**config.mk**
```make
export PLATFORM = sky130hd
export DESIGN_NAME = m20k_req_ctrl
export DESIGN_NICKNAME = d
export VERILOG_FILES = /design/src/rtl/m20k_req_ctrl.sv
export SDC_FILE = /design/constraint.sdc
export NUM_CORES = 1
export LEC_CHECK = 0
export ABC_AREA = 1
export CAP_MARGIN = 20
export CORE_AREA = 2 2 90 109
export CTS_CLUSTER_SIZE = 8
export DETAILED_ROUTE_END_ITERATION = 10
export DIE_AREA = 0 0 92 111
export PLACE_DENSITY = 0.76
export SLEW_MARGIN = 40
export SYNTH_ARGS = -nofsm -noshare
export SYNTH_HDL_FRONTEND = slang
export SYNTH_SLANG_ARGS = --single-unit
```
**constraint.sdc**
```tcl
create_clock -name CLK -period 1.9 [get_ports CLK]
set_clock_uncertainty 0.15 [all_clocks]
set_input_delay 0.38 -clock CLK [delete_from_list [all_inputs] [get_ports CLK]]
set_output_delay 0.38 -clock CLK [all_outputs]
set_load 0.01 [all_outputs]
```
**src/rtl/m20k_req_ctrl.sv**
```systemverilog
// m20k_req_ctrl: credit-based request/response controller for a synchronous RAM.
// Write acknowledges are enabled by defining M20K_REQ_CTRL_WRACK_EN.
module m20k_req_ctrl #(
   parameter int AW    = 10,
   parameter int DW    = 16,
   parameter int DEPTH = 4
) (
   input  logic          CLK,
   input  logic          RSTN,
   input  logic          REQ_VALID,
   output logic          REQ_READY,
   input  logic          REQ_WE,
   input  logic [AW-1:0] REQ_ADDR,
   input  logic [DW-1:0] REQ_DATA,
   input  logic [DW-1:0] REQ_WEM,
   output logic          RSP_VALID,
   input  logic          RSP_READY,
   output logic [DW-1:0] RSP_DATA,
`ifdef M20K_REQ_CTRL_WRACK_EN
   output logic          RSP_WR,
`endif
   output logic          MEM_CE,
   output logic          MEM_WE,
   output logic [AW-1:0] MEM_A,
   output logic [DW-1:0] MEM_D,
   output logic [DW-1:0] MEM_WEM,
   input  logic [DW-1:0] MEM_Q
);

   localparam int PW = (DEPTH > 1) ? $clog2(DEPTH) : 1;
   localparam int CW = $clog2(DEPTH + 1);

   logic          acc;
   logic          push;
   logic          pop;
   logic          pend_q, pend_d;
   logic [PW-1:0] wp_q, wp_d;
   logic [PW-1:0] rp_q, rp_d;
   logic [CW-1:0] cnt_q, cnt_d;
   logic [CW:0]   used;
   logic [DW-1:0] push_dat;
   logic [DW-1:0] dat_q [DEPTH];
`ifdef M20K_REQ_CTRL_WRACK_EN
   logic          pend_wr_q, pend_wr_d;
   logic          wr_q [DEPTH];
`endif

   // In-flight reads hold a credit, so the FIFO can never overflow.
   assign used      = {1'b0, cnt_q} + {{CW{1'b0}}, pend_q};
   assign REQ_READY = RSTN & (used < (CW+1)'(DEPTH));
   assign acc       = REQ_VALID & REQ_READY;

   assign MEM_CE  = acc;
   assign MEM_WE  = acc & REQ_WE;
   assign MEM_A   = REQ_ADDR;
   assign MEM_D   = REQ_DATA;
   assign MEM_WEM = REQ_WEM;

   assign RSP_VALID = (cnt_q != '0);
   assign RSP_DATA  = RSP_VALID ? dat_q[rp_q] : '0;
   assign pop       = RSP_VALID & RSP_READY;
   assign push      = pend_q;

`ifdef M20K_REQ_CTRL_WRACK_EN
   assign RSP_WR   = RSP_VALID & wr_q[rp_q];
   assign push_dat = pend_wr_q ? '0 : MEM_Q;
`else
   assign push_dat = MEM_Q;
`endif

   always_comb begin
      pend_d = acc & ~REQ_WE;
      wp_d   = wp_q;
      rp_d   = rp_q;
      cnt_d  = cnt_q;
`ifdef M20K_REQ_CTRL_WRACK_EN
      pend_d    = acc;
      pend_wr_d = acc & REQ_WE;
`endif
      if (push) begin
         wp_d = (wp_q == PW'(DEPTH-1)) ? '0 : wp_q + PW'(1);
      end
      if (pop) begin
         rp_d = (rp_q == PW'(DEPTH-1)) ? '0 : rp_q + PW'(1);
      end
      unique case ({push, pop})
         2'b10:   cnt_d = cnt_q + CW'(1);
         2'b01:   cnt_d = cnt_q - CW'(1);
         default: cnt_d = cnt_q;
      endcase
   end

   always_ff @(posedge CLK or negedge RSTN) begin
      if (!RSTN) begin
         pend_q <= 1'b0;
         wp_q   <= '0;
         rp_q   <= '0;
         cnt_q  <= '0;
      end else begin
         pend_q <= pend_d;
         wp_q   <= wp_d;
         rp_q   <= rp_d;
         cnt_q  <= cnt_d;
      end
   end

`ifdef M20K_REQ_CTRL_WRACK_EN
   always_ff @(posedge CLK or negedge RSTN) begin
      if (!RSTN) begin
         pend_wr_q <= 1'b0;
      end else begin
         pend_wr_q <= pend_wr_d;
      end
   end
`endif

   // Storage needs no reset: RSP_DATA is masked while the FIFO is empty.
   always_ff @(posedge CLK) begin
      if (push) begin
         dat_q[wp_q] <= push_dat;
`ifdef M20K_REQ_CTRL_WRACK_EN
         wr_q[wp_q]  <= pend_wr_q;
`endif
      end
   end

endmodule

```
# --- After elaboration in Yosys (flattened, before gate mapping) ---
# Memory sizes are Yosys's and may differ from the RTL's.
# Index checks and enable logic that the tools add are counted.
word_totals:
  regBits: 8
  ramBits: 64
  input_bits: 63
  n_memories: 1
op_classes:
  add_sub_neg: 5
  n_lt_le_gt_ge: 1
  eq_ne: 4
  muxes: 6
  n_bitwise: 6
  reduce_logical: 2
memory_table:
  columns: ["memory", "depth", "word_bits", "read_ports", "rd_clocked_by_memory_dff", "wr", "line", "rtl"]
  rows:
  - ["dat_q", 4, 16, 1, 0, 1, "42", "logic [DW-1:0] dat_q [DEPTH];"]
ops:
  columns: ["op", "count"]
  rows:
  - ["16-bit 2-to-1 mux", 1]
  - ["2-bit == test (second input constant)", 3]
  - ["3-bit case mux with 2 select lines", 1]
  - ["1-bit bitwise AND", 5]
  - ["2-bit by 1-bit adder with 2-bit output (second input constant)", 2]
  - ["3-bit by 1-bit adder with 4-bit output", 1]
  - ["4-bit by 3-bit less-than comparator with 1-bit output (second input constant)", 1]
  - ["2-bit 2-to-1 mux", 2]
  - ["3-bit by 1-bit adder with 3-bit output (second input constant)", 1]
  - ["3-bit nonzero test", 1]
  - ["3-bit by 1-bit subtractor with 3-bit output (second input constant)", 1]
  - ["2-bit by 1-bit == test with 1-bit output (second input constant)", 1]
  - ["1-bit 2-to-1 mux", 2]
  - ["2-bit nonzero test", 1]
  - ["1-bit inverter", 1]

# --- Depth between registers and ports, before layout ---
# Gate-level depths: netlist of the first run.
depth:
  word_depth: 5
  mapped_depth: 12

# --- Worst setup path after synthesis of the first run ---
# Ideal clock, no wire load.
synth_path:
  path_kind: "register -> register"
  start: "reg cnt_q[2]"
  end: "reg cnt_q[1]"
  t_arrival_ps: 1612
  setup_slack_ps: 55
  path_stages_with_launch: 9
  path_buffers: 0
  cell_sequence: "dfrtp_1 inv_1 nand3_2 nand2_1 inv_1 ha_1 inv_1 fa_1 o21ai_0"
synth_via:
  elab_chain_cells: 4
  elab_cells_between_ends: 6
  cone_classes: "eq/ne (2); mux (1); bitwise (1); reduce/logical (2)"
synth_lines:
  columns: ["element", "line", "rtl"]
  rows:
  - ["start: declaration", "39", "logic [CW-1:0] cnt_q, cnt_d;"]
  - ["start signal: assignment", "103", "cnt_q <= cnt_d;"]
  - ["3-bit nonzero test *", "59", "assign RSP_VALID = (cnt_q != '0);"]
  - ["named net RSP_VALID", "16", "output logic RSP_VALID,"]
  - ["1-bit bitwise AND *", "61", "assign pop = RSP_VALID & RSP_READY;"]
  - ["named net pop", "35", "logic pop;"]
  - ["2-bit by 1-bit == test with 1-bit output / 2-bit == test (equally long branches)", "86", "unique case ({push, pop})"]
  - ["3-bit case mux with 2 select lines / 2-bit nonzero test (equally long branches)", null, null]
# The timed path passes the listed nets; every way through them passes the cells marked *.
# A chain may end at the register's enable or synchronous reset.

# --- Worst setup path after layout of the first run ---
layout_path:
  start: "reg rp_q[0]"
  end: "out RSP_DATA[1]"
layout_via:
  elab_chain_cells: 2
layout_lines:
  columns: ["element", "line", "rtl"]
  rows:
  - ["start: declaration", "38", "logic [PW-1:0] rp_q, rp_d;"]
  - ["start signal: assignment", "102", "rp_q <= rp_d;"]
  - ["memory read 4 x 16 bit", null, null]
  - ["16-bit 2-to-1 mux", "60", "assign RSP_DATA = RSP_VALID ? dat_q[rp_q] : '0;"]
  - ["end: declaration", "18", "output logic [DW-1:0] RSP_DATA,"]
# No other way between the ends.

==> impl_metrics.tcl, run 1 <==
set metrics [dict create \
    stdcell_count 520 \
    power_frac_comb_pct 45.9 \
    r2r-end "cnt_q[2]$_DFFE_PN0P_" \
    die_w_um 92 \
    rsz0062_at_grt "yes" \
    ys_seq_area_share_pct 56.8 \
    netlist_top_cells_count "inv_1, nand2_1, edfxtp_1, buf_4, nand3_1" \
    cpMaxStageDelayCell "dfrtp_4" \
    worstPathRequired_ps 1370 \
    synth_cell_types 23 \
    clkTransAtPathRegs_ps 50 \
    hold_path_end "pend_q$_DFF_PN0_" \
    synth.area.top_cells "edfxtp_1, buf_4, inv_1, nand2_1, dfrtp_1" \
    drc_errors 0 \
    core_sq_um 9270 \
    placed_cells 496 \
    antenna_found_initial 0 \
    violations "setup timing" \
    tns_ps -2860 \
    yosysMostFrequentCell "inv_1" \
    dpl.hpwl_um 5060 \
    routabilityCongestion 0.790 \
    p_int_mw 4.31 \
    slew_viol_final 0 \
    grt_usage_pct 15.2 \
    dp_worst_setup_slack_ps -346 \
    min_from "RSTN" \
    viasPerCell 4.68 \
    leakage_nw 2.10 \
    syn-num-nets 430 \
    clkPwrFrac_pct 24.1 \
    drtAntennaViolNets 0 \
    swShare_pct 35.9 \
    outcome "finished with violations" \
    wirelength_um 8280 \
    power_mw 6.72 \
    cts_sinks 72 \
    period_share_pct 113 \
    yosysTopAreaCell "edfxtp_1" \
    post-route-min-period_ps 2150 \
    placement.io_buffers 40 \
    ys_ff_latch 72 \
    die_y_um 111 \
    synthFlopType "edfxtp_1" \
    critical_path_arrival_ps 1620 \
    fin_nets 462 \
    utilization_pct 50.3 \
    detail_route.wl_per_cell_um 15.9 \
    cts_max_path_buffers 2 \
    dr_total_vias 2435 \
    finalSetupViolCount 16 \
    grt_pass1_wl_um 11600 \
    start_util_pct 40.3 \
    avgSynthCellArea_sq_um 10.4 \
    rr_worst_depth 12 \
    synth_top_area_share_pct 51.5 \
    fin_area_sq_um 4660 \
    place_area_sq_um 4100 \
    power_density_nw_per_um2 1440 \
    cts_tree "done" \
    die-area_sq_um 10200 \
    first_pass_iters 4 \
    io_pins 125 \
    hold_class "in2reg" \
    power_switching_mw 2.41 \
    rows 39 \
    ir_worst_vdd_mv 0.928 \
    grt_pass1_vias 2414 \
    start_kind "flip-flop" \
    synth-edff-count 64 \
    seq_power_share_pct 30.0 \
    drtIter0Drc 160 \
    max_stage_delay_ps 590 \
    htreeDepth 3 \
    cts_root_buf "clkbuf_16" \
    final.setup.worst_slack_ps -250 \
    path_class "reg2out" \
    async_reset_ff_share_pct 11.1 \
    hold_depth 3 \
    whs_ps 276 \
    cp_cell_sequence "clkbuf_16 -> nand2_1 -> nand3_2 -> a21oi_2 -> buf_2" \
    rrSetupSlack_ps 70 \
    relSlewSlack_pct 82.4 \
    syn_inst 360 \
    worstSetupEndpointType "output pin" \
    max-cap-violations 0 \
    max_clock_freq_mhz 465 \
    cts_buffers 9 \
    max_slew.worst_pin.slew_ps 263 \
    grt_max_degree 33 \
    clock_latency_ps 320 \
    antenna_cells 0 \
    hold_viol_final 0 \
    reg2reg_from "cnt_q[0]$_DFFE_PN0P_" \
    ys_warn_count 0 \
    drive_gt1_share_pct 37.5 \
    grt_overflow_total 0 \
    cp_max_fo 8 \
    area_growth_pct 24.8 \
    syn_area_sq_um 3730 \
]
[cells by family after synthesis]
family                     Yosys count  synth area share [%]
AOI/OAI and AO/OA                   20                  4.09
xor gates and xnor gates             1                 0.235
adders and majority gates            7                  2.55
buffers and inverters              138                  19.9
DFF                                 72                  56.8
and+or+nand+nor                    122                  16.4
[state kept, by name, indices dropped and copies added (netlist names)]
signal and flops:
cnt_q 3, dat_q 64, pend_q 1, rp_q 2
wp_q 2
[worst max-delay path, delay by kind of cell, from the launching register on]
kind,cells,cell delay (ps)
AOI/OAI and AO/OA,1,190
buffers and inverters,2,370
and+or+nand+nor,2,160
DFF,1,590
[layer usage]
metal / wire length (um) / up-vias / share of wire, % / global-route usage [%]
met5: 0 / - / 0 / 0
met4: 573 / 0 / 6.9 / 11.1
met3: 528 / 70 / 6.4 / 4.08
met2: 4380 / 70 / 53 / 26.9
met1: 2800 / 1144 / 34 / 14.9
li1: - / 1151 / - / -
[layout make-up]
class,count,area (sq um)
clock buffers,15,258
multi-input cells,150,1050
repair buffers,73,681
well taps,123,154
repair inverters,2,27.5
clock inverters,1,30.0
inverters,84,335
flip-flops and latches,72,2130
fillers,813,4610
[how the worst max path moves through the flow]
stage,startpoint,endpoint,slack [ps],depth (start not counted)
2_1_floorplan,cnt_q[2]$_DFFE_PN0P_,cnt_q[1]$_DFFE_PN0P_,50,8
3_3_place_gp,RSTN,MEM_WE,-330,4
3_5_place_dp,RSTN,MEM_WE,-350,4
4_1_cts,rp_q[0]$_DFFE_PN0P_,RSP_DATA[13],-230,5
5_1_grt,rp_q[0]$_DFFE_PN0P_,RSP_DATA[6],-270,5
6_report,rp_q[0]$_DFFE_PN0P_,RSP_DATA[1],-250,5
[power groups by stage]
stage               combinational (mW)  sequential, mW  clock [mW]
floorplan                         1.71            1.95           0
global placement                  2.64            1.97           0
detailed placement                2.72            1.98           0
CTS                               2.62            1.96        1.64
global route                      3.31            2.04        1.71
finish                            3.09            2.02        1.62
[cell usage in the layout (no fill, tap or decap), drive strengths merged]
cell / count
edfxtp: 64
clkdlybuf4s50: 19
dlygate4sd3: 1
buf: 48
dlymetal6s2s: 1
clkbuf: 17
xnor2: 1
a21oi: 16
bufinv: 1
clkinv: 1
nor2: 3
dfrtp: 8
nand2: 80
nand4: 2
inv: 85
nand3: 36
fa: 1
ha: 6
o21ai: 4
dlygate4sd2: 1
or2: 1
clkdlybuf4s15: 1
[what timing repair did]
action | in CTS | in global routing
pin swaps | 5 | 20
gates cloned | 0 | 4
hold endpoints to repair | 0 | 8
setup buffers | 1 | 3
hold buffers | 0 | 1
gates resized for setup | 48 | 99
setup endpoints to repair | 22 | 21
Note: power is estimated with default switching activity, not from simulation.
==> inputs of run 2 (changes only) <==
--- a/config.mk
+++ b/config.mk
@@ -12,6 +12,7 @@
 export DETAILED_ROUTE_END_ITERATION = 10
 export DIE_AREA = 0 0 92 111
 export PLACE_DENSITY = 0.76
+export SETUP_SLACK_MARGIN = 0.2
 export SLEW_MARGIN = 40
 export SYNTH_ARGS = -nofsm -noshare
 export SYNTH_HDL_FRONTEND = slang
==> impl_metrics.tcl, run 2 (same netlist as run 1, synthesis figures left out) <==
set metrics [dict create \
    max_slew.worst_pin.slew_ps 217 \
    die_y_um 111 \
    hold_depth 3 \
    seq_power_share_pct 29.3 \
    viasPerCell 4.70 \
    path_delay_family "buffers and inverters" \
    antenna_found_initial 0 \
    fin_nets 470 \
    die_w_um 92 \
    whs_ps 365 \
    hold_path_end "pend_q$_DFF_PN0_" \
    drive_gt1_share_pct 41.2 \
    clkPwrFrac_pct 21.7 \
    relSlewSlack_pct 85.5 \
    swShare_pct 36.7 \
    grt_usage_pct 16.5 \
    cts_root_buf "clkbuf_16" \
    largest_reg_flops 64 \
    power_switching_mw 2.48 \
    p_int_mw 4.26 \
    rsz0062_at_grt "yes" \
    fin_area_sq_um 4740 \
    wirelength_um 8300 \
    cp_cell_sequence "buf_6 -> clkbuf_16 -> nand2_2 -> nand3_2 -> a21oi_2 -> buf_2" \
    io_pins 125 \
    cpMaxStageDelayCell "dfrtp_2" \
    min_from "RSTN" \
    drtIter0Drc 160 \
    cts_tree "done" \
    post-route-min-period_ps 2070 \
    grt_overflow_total 0 \
    final_cell_mix "inv_1, edfxtp_1, nand2_1, nand3_2" \
    rr_worst_depth 13 \
    power_density_nw_per_um2 1420 \
    dpl.hpwl_um 5070 \
    placement.io_buffers 40 \
    first_pass_iters 5 \
    finalSetupViolCount 16 \
    path_class "reg2out" \
    detail_route.wl_per_cell_um 15.7 \
    core_sq_um 9270 \
    dr_total_vias 2480 \
    worstSetupEndpointType "output pin" \
    grt_pass1_vias 2564 \
    max-cap-violations 0 \
    rows 39 \
    place_area_sq_um 4140 \
    start_kind "flip-flop" \
    cts_buffers 9 \
    clock_latency_ps 330 \
    slew_viol_final 0 \
    final_common_cell "inv_1" \
    critical_path_arrival_ps 1540 \
    path_buf_inv 3 \
    outcome "finished with violations" \
    cts_max_path_buffers 2 \
    max_stage_delay_ps 460 \
    cp_max_fo 6 \
    hold_viol_final 0 \
    top_regs "dat_q x64, cnt_q x3" \
    ir_worst_vdd_mv 0.846 \
    routabilityCongestion 0.731 \
    drc_errors 0 \
    die-area_sq_um 10200 \
    htreeDepth 3 \
    period_share_pct 109 \
    final.setup.worst_slack_ps -166 \
    grt_pass1_wl_um 12500 \
    violations "setup timing" \
    rrSetupSlack_ps 0 \
    area_growth_pct 26.9 \
    hold_class "in2reg" \
    r2r-end "cnt_q[2]$_DFFE_PN0P_" \
    grt_max_degree 17 \
    clkTransAtPathRegs_ps 50 \
    start_util_pct 40.3 \
    leakage_nw 2.14 \
    power_mw 6.74 \
    antenna_cells 0 \
    max_clock_freq_mhz 484 \
    reg2reg_from "cnt_q[1]$_DFFE_PN0P_" \
    largest_register "dat_q" \
    drtAntennaViolNets 0 \
    worstPathRequired_ps 1370 \
    power_frac_comb_pct 49.0 \
    cts_sinks 72 \
]
==> run 2: timing repair <==
action | CTS | global route
gates resized for setup | 123 | 29
hold endpoints to repair | 8 | 0
pin swaps | 24 | 28
buffers inserted | 6 | 4
hold buffers | 2 | 0
setup endpoints to repair | 22 | 22
cloned | 3 | 1
==> run 2: how the worst max path moves through the flow <==
stage	start	to	slack [ps]	cells after the start
6_report	rp_q[0]$_DFFE_PN0P_	RSP_DATA[11]	-170	6
2_1_floorplan	cnt_q[0]$_DFFE_PN0P_	cnt_q[1]$_DFFE_PN0P_	200	8
3_5_place_dp	RSTN	MEM_WE	-320	4
5_1_grt	rp_q[0]$_DFFE_PN0P_	RSP_DATA[6]	-210	6
4_1_cts	rp_q[0]$_DFFE_PN0P_	RSP_DATA[15]	-140	5
3_3_place_gp	RSTN	MEM_WE	-300	4
==> run 2: final cells by class <==
| cell class | count | area (sq um) |
|---|---|---|
| well taps | 123 | 154 |
| flip-flops and latches | 72 | 2120 |
| repair inverters | 1 | 11.3 |
| clock inverters | 5 | 23.8 |
| clock buffers | 11 | 233 |
| repair buffers | 82 | 769 |
| fillers | 806 | 4530 |
| inverters | 84 | 338 |
| multi-input cells | 150 | 1080 |
==> run 2: through the flow <==
stage | worst slack (ps) | TNS, ps | utilization (%) | cells
after floorplan | 204 | 0 | - | 360
after global placement | -298 | -3080 | 44.6 | 496
after detailed placement | -323 | -3470 | 44.6 | 496
after CTS | -139 | -2030 | 49.4 | 523
after global routing | -205 | -3180 | 51.1 | 528
final | -166 | -2340 | 51.1 | 528
==> run 2: layer usage <==
metal	track usage [%]	share of wire, %	routed length, um	vias to the layer above
met5	0	0	0	-
met2	29.1	52	4330	83
li1	-	-	-	1167
met3	4.35	5.9	492	62
met1	15.9	35	2880	1168
met4	12.9	7.1	590	0
==> run 2: worst reg2reg max path, stage by stage, from the launching register on <==
cell and delay, ps:
dfrtp_1 380, buf_6 120, inv_4 30, nand3_4 60, buf_6 110, nand2_4 50, inv_4 60, ha_4 140
inv_4 40, fa_2 360, nand2_2 100, nand3_2 70, nand2_1 60, nand2_1 50
==> run 2: power by group through the flow <==
stage	combinational [mW]	clock, mW	sequential, mW
floorplan	1.76	0	1.96
global placement	2.72	0	1.98
detailed placement	2.80	0	1.99
CTS	3.07	1.47	1.97
global route	3.53	1.54	1.98
finish	3.30	1.46	1.97
==> inputs of run 3 (changes only) <==
--- a/config.mk
+++ b/config.mk
@@ -12,7 +12,6 @@
 export DETAILED_ROUTE_END_ITERATION = 10
 export DIE_AREA = 0 0 92 111
 export PLACE_DENSITY = 0.76
-export SETUP_SLACK_MARGIN = 0.2
 export SLEW_MARGIN = 40
 export SYNTH_ARGS = -nofsm -noshare
 export SYNTH_HDL_FRONTEND = slang
==> results of run 3 <==
Same layout as run 1: the final DEF is identical, and so are final timing and power.
